[src/rtl/fpu_sequencer.sv]
// fpu_sequencer: issue-side sequencer in front of the FPU controller.
// Takes one req/op/operand set, walks the controller's operand and result
// handshakes, and returns the result with a one-cycle done pulse.
// Optional feature: `define FPU_SEQ_TIMEOUT_EN adds a per-transaction cycle
// budget (TIMEOUT_CYCLES) that ends a stuck transaction with err=1.
module fpu_sequencer #(
  parameter int unsigned TIMEOUT_CYCLES = 1024
) (
  input  logic        clk,
  input  logic        reset_n,
  input  logic        req,
  input  logic [3:0]  req_op,
  input  logic [31:0] req_a,
  input  logic [31:0] req_b,
  output logic        busy,
  output logic        done,
  output logic [31:0] result,
  output logic        err,
  output logic [3:0]  fpu_op,
  output logic [31:0] fpu_in1,
  output logic [31:0] fpu_in2,
  output logic        fpu_in1_stb,
  output logic        fpu_in2_stb,
  input  logic        fpu_in1_ack,
  input  logic        fpu_in2_ack,
  input  logic [31:0] fpu_out,
  input  logic        fpu_out_stb,
  output logic        fpu_out_ack
);

  localparam logic [3:0] OP_LAST_VALID = 4'd10;
  localparam logic [3:0] OP_FCVT_S_W   = 4'd4;
  localparam logic [3:0] OP_FCVT_W_S   = 4'd5;

  typedef enum logic [2:0] {
    S_IDLE,
    S_SEND_A,
    S_SEND_B,
    S_WAIT_RES,
    S_DONE
  } state_t;

  state_t      r_state;
  logic        r_bad_op;
  logic        r_stb;
  logic        r_busy;
  logic        r_done;
  logic        r_err;
  logic        r_out_ack;
  logic [31:0] r_result;
  logic [31:0] r_in1;
  logic [31:0] r_in2;
  logic [3:0]  r_op;

  logic        w_valid_req_op;
  logic        w_single_op;
  logic        w_timeout;

  assign w_valid_req_op = (req_op <= OP_LAST_VALID);
  assign w_single_op    = (r_op == OP_FCVT_S_W) || (r_op == OP_FCVT_W_S);

`ifdef FPU_SEQ_TIMEOUT_EN
  localparam int unsigned CNT_W = $clog2(TIMEOUT_CYCLES + 1);

  logic [CNT_W-1:0] r_cnt;
  logic             w_last_cycle;

  assign w_last_cycle = (r_cnt == CNT_W'(TIMEOUT_CYCLES - 1));

  // Budget expires only when the awaited handshake has not arrived this cycle
  always_comb begin
    w_timeout = 1'b0;
    case (r_state)
      S_SEND_A:   w_timeout = w_last_cycle && !r_bad_op && !fpu_in1_ack;
      S_SEND_B:   w_timeout = w_last_cycle && !fpu_in2_ack;
      S_WAIT_RES: w_timeout = w_last_cycle && !fpu_out_stb;
      default:    w_timeout = 1'b0;
    endcase
  end

  // Per-transaction cycle counter, cleared while idle
  always_ff @(posedge clk or negedge reset_n) begin
    if (!reset_n) begin
      r_cnt <= '0;
    end else if (r_state == S_IDLE) begin
      r_cnt <= '0;
    end else if (r_state != S_DONE) begin
      r_cnt <= r_cnt + CNT_W'(1);
    end
  end
`else
  logic w_unused_timeout;

  assign w_timeout        = 1'b0;
  assign w_unused_timeout = (TIMEOUT_CYCLES == 0);
`endif

  // Sequencer FSM; every output is a register updated with the state
  always_ff @(posedge clk or negedge reset_n) begin
    if (!reset_n) begin
      r_state   <= S_IDLE;
      r_bad_op  <= 1'b0;
      r_stb     <= 1'b0;
      r_busy    <= 1'b0;
      r_done    <= 1'b0;
      r_err     <= 1'b0;
      r_out_ack <= 1'b0;
      r_result  <= '0;
      r_in1     <= '0;
      r_in2     <= '0;
      r_op      <= '0;
    end else begin
      case (r_state)
        S_IDLE: begin
          if (req) begin
            r_op     <= req_op;
            r_in1    <= req_a;
            r_in2    <= req_b;
            r_busy   <= 1'b1;
            // invalid ops sit one cycle in SEND_A with strobes held low
            r_bad_op <= !w_valid_req_op;
            r_stb    <= w_valid_req_op;
            r_state  <= S_SEND_A;
          end
        end
        S_SEND_A: begin
          if (r_bad_op) begin
            r_result <= '0;
            r_err    <= 1'b1;
            r_done   <= 1'b1;
            r_state  <= S_DONE;
          end else if (fpu_in1_ack) begin
            if (w_single_op) begin
              r_stb     <= 1'b0;
              r_out_ack <= 1'b1;
              r_state   <= S_WAIT_RES;
            end else begin
              r_state   <= S_SEND_B;
            end
          end
        end
        S_SEND_B: begin
          if (fpu_in2_ack) begin
            r_stb     <= 1'b0;
            r_out_ack <= 1'b1;
            r_state   <= S_WAIT_RES;
          end
        end
        S_WAIT_RES: begin
          if (fpu_out_stb) begin
            r_result  <= fpu_out;
            r_err     <= 1'b0;
            r_out_ack <= 1'b0;
            r_done    <= 1'b1;
            r_state   <= S_DONE;
          end
        end
        S_DONE: begin
          r_done   <= 1'b0;
          r_busy   <= 1'b0;
          r_bad_op <= 1'b0;
          r_state  <= S_IDLE;
        end
        default: r_state <= S_IDLE;
      endcase

      if (w_timeout) begin
        r_stb     <= 1'b0;
        r_out_ack <= 1'b0;
        r_result  <= '0;
        r_err     <= 1'b1;
        r_done    <= 1'b1;
        r_state   <= S_DONE;
      end
    end
  end

  assign busy        = r_busy;
  assign done        = r_done;
  assign result      = r_result;
  assign err         = r_err;
  assign fpu_op      = r_op;
  assign fpu_in1     = r_in1;
  assign fpu_in2     = r_in2;
  assign fpu_in1_stb = r_stb;
  assign fpu_in2_stb = r_stb;
  assign fpu_out_ack = r_out_ack;

endmodule
[config.mk]
export PLATFORM = sky130hd
export DESIGN_NAME = fpu_sequencer
export DESIGN_NICKNAME = d
export VERILOG_FILES = /design/src/rtl/fpu_sequencer.sv
export SDC_FILE = /design/constraint.sdc
export NUM_CORES = 1
export LEC_CHECK = 0
export CELL_PAD_IN_SITES_DETAIL_PLACEMENT = 1
export CELL_PAD_IN_SITES_GLOBAL_PLACEMENT = 1
export CORE_ASPECT_RATIO = 1.25
export CORE_MARGIN = 4
export CORE_UTILIZATION = 31
export CTS_BUF_LIST = sky130_fd_sc_hd__clkbuf_8
export CTS_CLUSTER_SIZE = 20
export DETAILED_ROUTE_END_ITERATION = 8
export GPL_TIMING_DRIVEN = 0
export HOLD_SLACK_MARGIN = 0.15
export PLACE_DENSITY_LB_ADDON = 0.08
export SETUP_SLACK_MARGIN = 0.1
export SYNTH_ARGS = -nofsm -noshare
export SYNTH_HDL_FRONTEND = slang
export SYNTH_SLANG_ARGS = --single-unit
[constraint.sdc]
create_clock -name clk -period 2.25 [get_ports clk]
set_input_delay 0.225 -clock clk [delete_from_list [all_inputs] [get_ports clk]]
set_output_delay 0.225 -clock clk [all_outputs]
set_load 0.1 [all_outputs]
==> results.md <==
* Max Cap Viol at 0
* DRT iter0 DRCs at 77
* CTS root buf: clkbuf_8
* Die W at 113.3 microns
* Via-per-instance ratio at 4.610
* Total CTS buffers at 9
* Largest stage delay, worst path at 1.14 ns
* Slowest-stage cell, CP: clkdlybuf4s50_1
* Vias in the first global route at 3,704
* CTS tree: done
* Synthesis Warnings at 0
* Synth cell types at 30
* Die Span Y at 139.7 microns
* Crit Path Max Fanout at 2
* WP data arrival at 1.88 ns
* DR pass1 iterations at 4
* Final Hold Fails at 0
* Unrepaired setup endpoints after global routing: false
* Clock period minus worst slack at 2.104 ns
* Bufs on Longest Clock Path at 2
* Share of cells above drive strength 1 at 17.96%
* Number of diodes at 0
* Reg clk slew, reported paths at 0.11 ns
* Cell area after synthesis at 4300 sq um
* Mean area per synthesized cell at 12.61 sq um
* FP Rows at 47
* GRT overflow at 0
* Share of the synthesized area in the top cell type at 63.43%
* Crit path cell chain: clkdlybuf4s50_1
* Status: complete, no violations
* Drt wl/cell at 17.43 microns
* Final std cells w/o fill at 739
* # setup viols final at 0
* Io pins at 212
* Initial antenna violation count at 0
* Fillers at 1,449
* Synthesized instance count at 341
* Area leader, netlist: dfrtp_1
* H-tree levels at 3
* Slew HR at 32.03%
* Sequential fraction of the synthesis area at 63.43%
* Area grow syn2layout at 62.38%
* Synth Register Bits at 109
* WP data required at 2.03 ns
* Final period utilization at 93.51%
* CP startpoint kind: register
* Core Region at 13,410 sq um
* Initial Utilization at 32.07%
* Clock net sink count at 109
* Die area at 15,830 sq um
* DRC Markers at 0
* Placed cell count at 724
* DR vias at 3,407
* Critical Path End Type: output pin
* Hold Path Class: in -> reg
* Worst Skew at 0.01843 ns
* Total track usage at 15.89%
* Final ANT Viol Nets at 0
* Post-Route WL at 12,880 microns
* Largest net degree at the start of global routing at 57
* Dpl hpwl at 9815 microns
* Port bufs at 211
* Fin. max-slew vios at 0
* Delay-heaviest family, CP: buffers and inverters
* Post-Syn Nets at 447
* WS Path Type: reg -> out
* Clk_lat worst skew at 0.37 ns
* Actual slew at the worst max-slew pin at 1.018 ns
* Ranking of synthesized cells by area: dfrtp_1 63%, mux2_2 18%, nand2_1 6.0%, nand3_1 3.7%, buf_2 1.5%
* Gpl congestion at 0.7709
* Post-CTS Setup Bufs at 0
* CP bufs+invs at 1
* Worst hold margin at 0.3800 ns
* Fmax at 0.4753 GHz
* Fin nets at 671
* First-pass GRT wire length at 19,800 microns
==> path summary, 6_finish.rpt <==
check                      slack (ns)          end  startpoint  cells past startpoint
setup / recovery                 0.15   fpu_in1[7]  fpu_in1[7]                      1
hold / removal                   0.38    result[2]  fpu_out[2]                      3
setup reg to reg                 0.24   fpu_in1[7]  r_state[1]                      5
hold reg to reg                  0.47   result[12]  result[12]                      2
max in group asynchronous        1.09  fpu_in2[10]     reset_n                      3
min in group asynchronous        0.43  fpu_in1[24]     reset_n                      2
==> layer usage <==
metal / GRT usage [%] / vias up / wire (microns)
li1: - / 1600 / -
met1: 18.49 / 1651 / 5109
met2: 26.28 / 145 / 6385
met3: 6.904 / 11 / 1185
met4: 5.127 / 0 / 204
met5: 0 / - / 0
==> stage by stage <==
stage | utilization [%] | instance area (sq um) | setup WS (ns) | TNS (ns)
3_5_place_dp | 49.61 | 6651 | 0.02568 | 0
5_1_grt | 52.08 | 6983 | 0.08524 | 0
6_report | 52.08 | 6983 | 0.1461 | 0
4_1_cts | 50.77 | 6808 | 0.1001 | 0
2_1_floorplan | - | 4300 | 0.4885 | 0
3_3_place_gp | 49.42 | 6626 | -3.391 | -368.59
==> what timing repair did <==
action                                  in CTS  in global routing
endpoints found under the setup margin      19                 70
hold buffers                                 1                  0
gates resized for setup                     19                 70
pin swaps                                    0                  0
hold endpoints to repair                    53                  0
==> synth_stat cells <==
cell type,n
dfrtp_1,109
mux2_2,69
nand2_1,69
nand3_1,32
buf_2,13
a21oi_1,6
clkbuf_1,6
nor2_1,6
nor2b_1,4
a31oi_1,3
buf_4,2
mux2i_1,2
nand2b_1,2
o21ai_0,2
a211oi_1,1
a21boi_0,1
a311o_1,1
and2_1,1
buf_6,1
clkinv_1,1
inv_1,1
nand3b_1,1
nand4_1,1
nand4b_1,1
nor3_1,1
nor4b_4,1
o21bai_1,1
o22a_1,1
o2bb2ai_1,1
xnor2_1,1
==> layout by cell type, fill, tap and decap left out, drive strengths merged, types with 3 or more instances in the layout <==
master / netlist / routed
clkdlybuf4s50: 0 / 121
nor2b: 4 / 4
buf: 16 / 18
inv: 1 / 4
dlygate4sd2: 0 / 19
a21oi: 6 / 6
nand3: 32 / 32
nand2: 69 / 69
nor2: 6 / 6
dfrtp: 109 / 109
clkbuf: 6 / 15
mux2: 69 / 69
clkinv: 1 / 3
a31oi: 3 / 3
dlymetal6s2s: 0 / 70
==> sequential cells by signal, indices dropped and copies added (netlist names) <==
name,cells
fpu_in1,32
fpu_in2,32
result,32
fpu_op,4
r_state,3
busy,1
done,1
err,1
fpu_in1_stb,1
fpu_out_ack,1
r_bad_op,1
==> final cells by class <==
class,count,area [sq um],area share (%)
Buffer,22,113.9,1.631
Clock buffer,9,123.9,1.774
Clock inverter,5,46.29,0.6630
Inverter,2,7.507,0.1075
Multi-Input combinational cell,208,1451,20.78
Sequential cell,109,2728,39.06
Tap cell,171,214.0,3.064
Timing Repair Buffer,213,2298,32.92
==> kinds of logic after synthesis <==
| kind of cell | count (synthesis) | share of synthesized area (%) |
|---|---|---|
| buf+inv | 24 | 2.822 |
| mux | 71 | 18.53 |
| xor+xnor | 1 | 0.2037 |
| compound gates | 17 | 2.532 |
| simple gates | 119 | 12.48 |
| flops | 109 | 63.43 |
Power is not shown: default switching activity piles up to over one toggle a cycle in this logic, so the estimate is an artifact.
